<file path="config.mk">
export PLATFORM = sky130hd
export DESIGN_NAME = port_parse
export DESIGN_NICKNAME = d
export VERILOG_FILES = /design/src/rtl/port_parse.sv
export SDC_FILE = /design/constraint.sdc
export NUM_CORES = 1
export LEC_CHECK = 0
export BUFFER_PORTS_ARGS = -buffer_cell sky130_fd_sc_hd__buf_2
export CELL_PAD_IN_SITES_DETAIL_PLACEMENT = 1
export CELL_PAD_IN_SITES_GLOBAL_PLACEMENT = 1
export CORE_MARGIN = 5
export CORE_UTILIZATION = 30
export DETAILED_ROUTE_END_ITERATION = 8
export GPL_TIMING_DRIVEN = 0
export PLACE_DENSITY = 0.55
export SYNTH_ARGS = -nofsm -noshare
export SYNTH_HDL_FRONTEND = slang
export SYNTH_SLANG_ARGS = --single-unit
</file>
<file path="constraint.sdc">
create_clock -name clk -period 2.8 [get_ports clk]
set_input_delay 0.84 -clock clk [delete_from_list [all_inputs] [get_ports clk]]
set_output_delay 0.84 -clock clk [all_outputs]
set_load 0.05 [all_outputs]
</file>
<file path="src/rtl/port_parse.sv">
// port_parse: ingress header parser. Captures DA/SA from one port's byte stream and emits one
// {PORT_ID, SA, DA} word per packet. Optional macro PARSE_HOLD_EN: emit only on good EOP.
module port_parse #(
  parameter int PORT_ID = 0,
  parameter int PORT_W  = 2
) (
  input  logic                 clk,
  input  logic                 reset,
  input  logic                 rx_srdy,
  output logic                 rx_drdy,
  input  logic [1:0]           rx_code,
  input  logic [7:0]           rx_data,
  output logic                 ppi_srdy,
  input  logic                 ppi_drdy,
  output logic [96+PORT_W-1:0] ppi_data,
  output logic [7:0]           drop_cnt
);

  typedef enum logic [1:0] {IDLE, HDR, WAIT, BODY} state_t;

  state_t              state_reg, state_next;
  logic [3:0]          bc_reg, bc_next;
  logic [95:0]         hdr_reg, hdr_next;
  logic                done_reg, done_next;
  logic                rdy_en_reg;
  logic                srdy_reg, srdy_next;
  logic [96+PORT_W-1:0] data_reg, data_next;
  logic [7:0]          drop_reg, drop_next;

  logic        accept, is_sop, is_eop, out_free, load, drop_evt;
  logic [95:0] hdr_shift;

  assign rx_drdy   = rdy_en_reg && (state_reg != WAIT);
  assign accept    = rx_srdy && rx_drdy;
  assign is_sop    = (rx_code == 2'b01);
  assign is_eop    = rx_code[1];
  assign out_free  = !srdy_reg || ppi_drdy;
  assign hdr_shift = {hdr_reg[87:0], rx_data};

  assign ppi_srdy = srdy_reg;
  assign ppi_data = data_reg;
  assign drop_cnt = drop_reg;

  // done_reg remembers that the packet already ended, so WAIT returns to IDLE instead of BODY
  always_comb begin
    state_next = state_reg;
    bc_next    = bc_reg;
    hdr_next   = hdr_reg;
    done_next  = done_reg;
    load       = 1'b0;
    drop_evt   = 1'b0;
    case (state_reg)
      IDLE: begin
        if (accept && is_sop) begin
          hdr_next   = hdr_shift;
          bc_next    = 4'd1;
          state_next = HDR;
        end
      end
      HDR: begin
        if (accept) begin
          hdr_next = hdr_shift;
          if (is_sop) begin
            drop_evt = 1'b1;
            bc_next  = 4'd1;
          end else if (bc_reg == 4'd11) begin
`ifdef PARSE_HOLD_EN
            if (!is_eop) begin
              state_next = BODY;
            end else if (rx_code[0]) begin
              drop_evt   = 1'b1;
              state_next = IDLE;
            end else if (out_free) begin
              load       = 1'b1;
              state_next = IDLE;
            end else begin
              done_next  = 1'b1;
              state_next = WAIT;
            end
`else
            done_next = is_eop;
            if (out_free) begin
              load       = 1'b1;
              state_next = is_eop ? IDLE : BODY;
            end else begin
              state_next = WAIT;
            end
`endif
          end else if (is_eop) begin
            drop_evt   = 1'b1;
            state_next = IDLE;
          end else begin
            bc_next = bc_reg + 4'd1;
          end
        end
      end
      WAIT: begin
        if (out_free) begin
          load       = 1'b1;
          state_next = done_reg ? IDLE : BODY;
        end
      end
      BODY: begin
        if (accept) begin
          if (is_sop) begin
            hdr_next   = hdr_shift;
            bc_next    = 4'd1;
            state_next = HDR;
`ifdef PARSE_HOLD_EN
            drop_evt   = 1'b1;  // held header never reached a good EOP
`endif
          end else if (is_eop) begin
`ifdef PARSE_HOLD_EN
            if (rx_code[0]) begin
              drop_evt   = 1'b1;
              state_next = IDLE;
            end else if (out_free) begin
              load       = 1'b1;
              state_next = IDLE;
            end else begin
              done_next  = 1'b1;
              state_next = WAIT;
            end
`else
            state_next = IDLE;
`endif
          end
        end
      end
      default: state_next = IDLE;
    endcase

    // capture reg holds {DA, SA}; output word orders it as {PORT_ID, SA, DA}
    data_next = load ? {PORT_W'(PORT_ID), hdr_next[47:0], hdr_next[95:48]} : data_reg;
    srdy_next = load || (srdy_reg && !ppi_drdy);
    drop_next = (drop_evt && (drop_reg != 8'hFF)) ? drop_reg + 8'd1 : drop_reg;
  end

  always_ff @(posedge clk or negedge reset) begin
    if (!reset) begin
      state_reg  <= IDLE;
      bc_reg     <= 4'd0;
      hdr_reg    <= 96'd0;
      done_reg   <= 1'b0;
      rdy_en_reg <= 1'b0;
      srdy_reg   <= 1'b0;
      data_reg   <= '0;
      drop_reg   <= 8'd0;
    end else begin
      state_reg  <= state_next;
      bc_reg     <= bc_next;
      hdr_reg    <= hdr_next;
      done_reg   <= done_next;
      rdy_en_reg <= 1'b1;
      srdy_reg   <= srdy_next;
      data_reg   <= data_next;
      drop_reg   <= drop_next;
    end
  end

endmodule

</file>
* After elaboration in Yosys (flattened, before gate mapping)
Cells that the tools add are included.
Operators by class: add/subtract/negate cells 2, equal/unequal tests 15, muxes and demuxes 35, bitwise logic cells 1, reductions and logical operators 14
Operators with widths (number):
- $mux 96 | 4
- $pmux 96 s3 | 1
- $mux 4 | 7
- $mux 2 | 11
- $ne 2x2->1 const B | 7
- $pmux 4 s3 | 1
- $mux 1 | 9
- $add 8x1->8 const B | 1
- $ne 8x8->1 const B | 1
- $pmux 2 s4 | 1
- $reduce_and 7->1 | 1
- $ne 3x3->1 const B | 2
- $logic_and 1x1->1 | 5
- $reduce_and 5->1 | 1
- $add 4x1->4 const B | 1
- $eq 2x1->1 const B | 2
- $eq 2x2->1 const B | 2
- $eq 4x4->1 const B | 1
- $reduce_and 4->1 | 1
- $reduce_bool 3->1 | 1
- $logic_not 1->1 | 2
- $logic_not 2->1 | 1
- $logic_or 1x1->1 | 2
- $pmux 1 s2 | 1
- $not 1->1 | 1
Storage, ports and cells: bits in registers 209, input port bits 14, output and inout bits 108, logic and storage cells 75

* Depth between registers and ports, before layout
word-level depth 8, mapped depth 10, mapped depth without buffers 6

* Worst setup path before layout
No wires, ideal clock.
path type register to output, start register state_reg[0], end output port rx_drdy, data arrival time 1.455 ns, required time 1.960 ns, path slack 0.505 ns, stages on the path, launching flop included 4, path buffers 0, cell sequence dfrtp_1 inv_1 ha_1 nor2b_1
On the way: cells in the longest elaborated chain, start to end 2
RTL lines:
- from (decl) | RTL line 21 | state_t state_reg, state_next;
- from (signal assigned) | RTL line 150 | state_reg <= state_next;
- $ne 2x2->1 | RTL line 33 | assign rx_drdy = rdy_en_reg && (state_reg != WAIT);
- $logic_and 1x1->1 | RTL line 33
- to (decl) | RTL line 10 | output logic rx_drdy,
No other way between the ends.

* Worst setup path after layout
start register state_reg[0], end register data_reg[46] (netlist: ppi_data[46])
On the way: cells in the longest elaborated chain, start to end 6, elaborated cells on any way between the ends 14, classes of those cells 4 x eq/ne; 6 x mux; 4 x reduce/logical
RTL lines:
- $ne 2x2->1 | RTL line 33
- $logic_and 1x1->1 | RTL line 33
- $logic_and 1x1->1 | RTL line 34 | assign accept = rx_srdy && rx_drdy;
- $logic_and 1x1->1 | RTL line 54 | if (accept && is_sop) begin
- $mux 96 | RTL line 54
- $pmux 96 s3 | RTL line 52 | case (state_reg)
- to (signal assigned) | RTL line 156 | data_reg <= data_next;
- to (decl) | RTL line 27 | logic [96+PORT_W-1:0] data_reg, data_next;
Parallel ways exist; a longest one is shown, timed or not. A chain may end at the register's enable or synchronous reset.

==> impl_metrics.env <==
export IMPL_netlist_area_um2=8720
export IMPL_place_hpwl_mm=20.5
export IMPL_yosys_warnings=0
export IMPL_powerDensity_nw_per_um2=1220
export IMPL_port_buffers=118
export IMPL_internal_power_w=0.00686
export IMPL_seqPwrFrac_pct=33.7
export IMPL_wl_per_cell_um=21.1
export IMPL_path_max_fanout=19
export IMPL_grt_use_total_pct=18.0
export IMPL_nNetsFinal=1040
export IMPL_synth_seq_cells=209
export IMPL_cp_arrival_ns=3.02
export IMPL_routed_wl_mm=30.0
export IMPL_crit_path_start_kind="flip-flop"
export IMPL_drv_slew=0
export IMPL_fp_dieH_um=180
export IMPL_endpoint_kind="flip-flop"
export IMPL_firstDrtPassIters=4
export IMPL_grt_pass1_wl_mm=47.7
export IMPL_clkPwrFrac_pct=24.7
export IMPL_rows=62
export IMPL_die_area_um2=32600
export IMPL_fp_coreArea_um2=28700
export IMPL_ant_nets=0
export IMPL_ys_flop_type="dfrtp_1"
export IMPL_path_delay_family="buffers and inverters"
export IMPL_relSlewSlack_pct=46.4
export IMPL_viasPerCell=5.25
export IMPL_path_class="flip-flop to flip-flop"
export IMPL_setup_violations=0
export IMPL_synth_edf_count=0
export IMPL_cpMaxStageDelayCell="dfrtp_1"
export IMPL_critPathMaxStageDelay_ns=0.42
export IMPL_cts_sinks=209
export IMPL_crit_path_cell_trace="inv_1 > ha_1 > or2_2 > or3_1 > clkbuf_1 > clkbuf_4 > buf_2 > nand3_1 > a31oi_1"
export IMPL_syn_to_final_growth_pct=22.5
export IMPL_ys_seq_area_share_pct=60.0
export IMPL_drive_gt1_share_pct=20.3
export IMPL_diodes=0
export IMPL_drtIter0Drc=428
export IMPL_leakage_nw=5.36
export IMPL_power_total_w=0.0131
export IMPL_peakVddDrop_uv=611
export IMPL_period_share_pct=93.9
export IMPL_syn_inst=871
export IMPL_worstSkewPairLatency_ns=0.52
export IMPL_antenna_found_initial=0
export IMPL_timing_critical_path_buf_inv=4
export IMPL_initial_core_util_pct=30.4
export IMPL_final_util_pct=37.2
export IMPL_drcViolationCount=0
export IMPL_synthDistinctLibCells=44
export IMPL_status="complete, no violations"
export IMPL_synthArstFlopShare_pct=100
export IMPL_maxCapViolations=0
export IMPL_globalplace_congestion=0.782
export IMPL_final_setup_tns_ns=0
export IMPL_hold_viol=0
export IMPL_rsz0062_at_grt="false"
export IMPL_cp_required_ns=3.19
export IMPL_io_pins=122
export IMPL_grt_max_degree=114
export IMPL_clk_path_buf_depth=3
export IMPL_fin_crit_ns=2.63
export IMPL_tightest_slew_ns=0.804
export IMPL_hp_class="primary input to asynchronous set/reset pin"
export IMPL_dpl_cell_count=1375
export IMPL_clk_pin_slew_ns=0.06
export IMPL_die_width_um=180
export IMPL_gr_total_overflow=0
export IMPL_grt_pass1_vias=8059
export IMPL_cts_hold_buf=0
export IMPL_root_buffer="clkbuf_16"
export IMPL_cts_tree="yes"
export IMPL_p_sw_w=0.00619
export IMPL_ctsHtreeMaxLevel=1
export IMPL_clock_skew_ns=0.0111
export IMPL_num_vias=7458
export IMPL_fin_cells=1421
export IMPL_cts_buffers=25
export IMPL_power_frac_comb_pct=41.6
export IMPL_switching_share_pct=47.5
export IMPL_max_clock_freq_mhz=380
export IMPL_postSynthAreaPerCell_um2=10.0
[placed cells by master, fill, tap and decap left out, types with 7 or more instances in the layout]
cell type and n:
a21oi_1 100, a31oi_1 96, buf_2 137, buf_6 8
clkbuf_1 43, clkbuf_16 25, clkbuf_2 12, clkbuf_8 7
dfrtp_1 209, nand2_1 99, nand3_1 202, nor2_1 9
nor3_1 8
[synth_stat cells (2+ instances only)]
master	n	area share, %
inv_1	4	0.17
and3b_1	2	0.20
o22a_1	2	0.20
o2bb2ai_1	2	0.20
clkbuf_1	42	1.8
buf_1	8	0.34
mux2_2	3	0.39
nor2_1	10	0.43
xor2_1	6	0.60
o21ai_0	4	0.23
nor2b_1	3	0.22
ha_1	7	1.0
a211o_1	2	0.20
nor3_1	8	0.46
dfrtp_1	209	60
nand2b_1	4	0.29
buf_4	4	0.34
nand2_1	99	4.3
nand3_1	202	12
a21oi_1	100	5.7
and2_1	2	0.14
nand4_1	2	0.14
nand3b_1	4	0.34
buf_2	19	1.1
a31oi_1	96	6.9
conb_1	2	0.086
buf_6	8	1.0
[cells by family after synthesis]
logic type	after synthesis	share of synthesized area (%)
AND/OR/NAND/NOR	343	18.7
multiplexers	3	0.387
other	2	0.0861
AO/OA/AOI/OAI	216	14.5
XOR/XNOR	6	0.603
flip-flops	209	60.0
adder cells (fa/ha/maj)	7	1.00
buffers and inverters	85	4.79
[worst paths after layout]
| kind | startpoint | to | slack (ns) | depth (start not counted) |
|---|---|---|---|---|
| min reg2reg | done_reg$_DFFE_PN0P_ | done_reg$_DFFE_PN0P_ | 0.50 | 1 |
| max | state_reg[0]$_DFFE_PN0P_ | ppi_data[46]$_DFFE_PN0P_ | 0.17 | 9 |
| max in group asynchronous | reset | ppi_data[15]$_DFFE_PN0P_ | 1.41 | 2 |
| max reg2reg | state_reg[0]$_DFFE_PN0P_ | ppi_data[46]$_DFFE_PN0P_ | 0.17 | 9 |
| min | reset | drop_cnt[4]$_DFFE_PN0P_ | 0.32 | 1 |
| min in group clk | done_reg$_DFFE_PN0P_ | done_reg$_DFFE_PN0P_ | 0.50 | 1 |
[layer usage]
| layer | track usage [%] | part of all wire (%) |
|---|---|---|
| met5 | 0 | 0 |
| met3 | 2.64 | 4.0 |
| met1 | 26.1 | 48 |
| met4 | 4.36 | 2.4 |
| met2 | 28.7 | 46 |
[through the flow]
stage               hold WS, ns  worst slack, ns  instance area [um2]
finish                    0.322            0.170                10700
global route              0.398           0.0156                10700
CTS                       0.382          0.00331                10600
detailed placement        0.500           -0.313                 9830
floorplan                 0.469            0.505                 8720
global placement          0.481            -3.09                 9790
[power groups by stage]
stage / Clock (W) / Sequential, W / Combinational, W
2_1_floorplan: 0 / 0.00643 / 0.00169
3_3_place_gp: 0 / 0.00446 / 0.00544
3_5_place_dp: 0 / 0.00446 / 0.00547
4_1_cts: 0.00331 / 0.00441 / 0.00548
5_1_grt: 0.00342 / 0.00450 / 0.00580
6_report: 0.00322 / 0.00440 / 0.00543
[layout make-up]
class                           count  area (um2)
Clock inverter                      4        48.8
Tap cell                          384         480
Buffer                             80         419
Timing Repair Buffer              121         643
Fill cell                        3311       18000
Clock buffer                       41         756
Inverter                            4        15.0
Multi-Input combinational cell    578        3090
Sequential cell                   209        5230
[repair_timing]
item                       in CTS  in global routing
setup buffers                   0                  2
setup endpoints to repair      84                116
hold endpoints to repair        0                  0
resized for setup               6                 17
cloned                          0                  0
No activity file was read; power rests on OpenSTA's default activity.
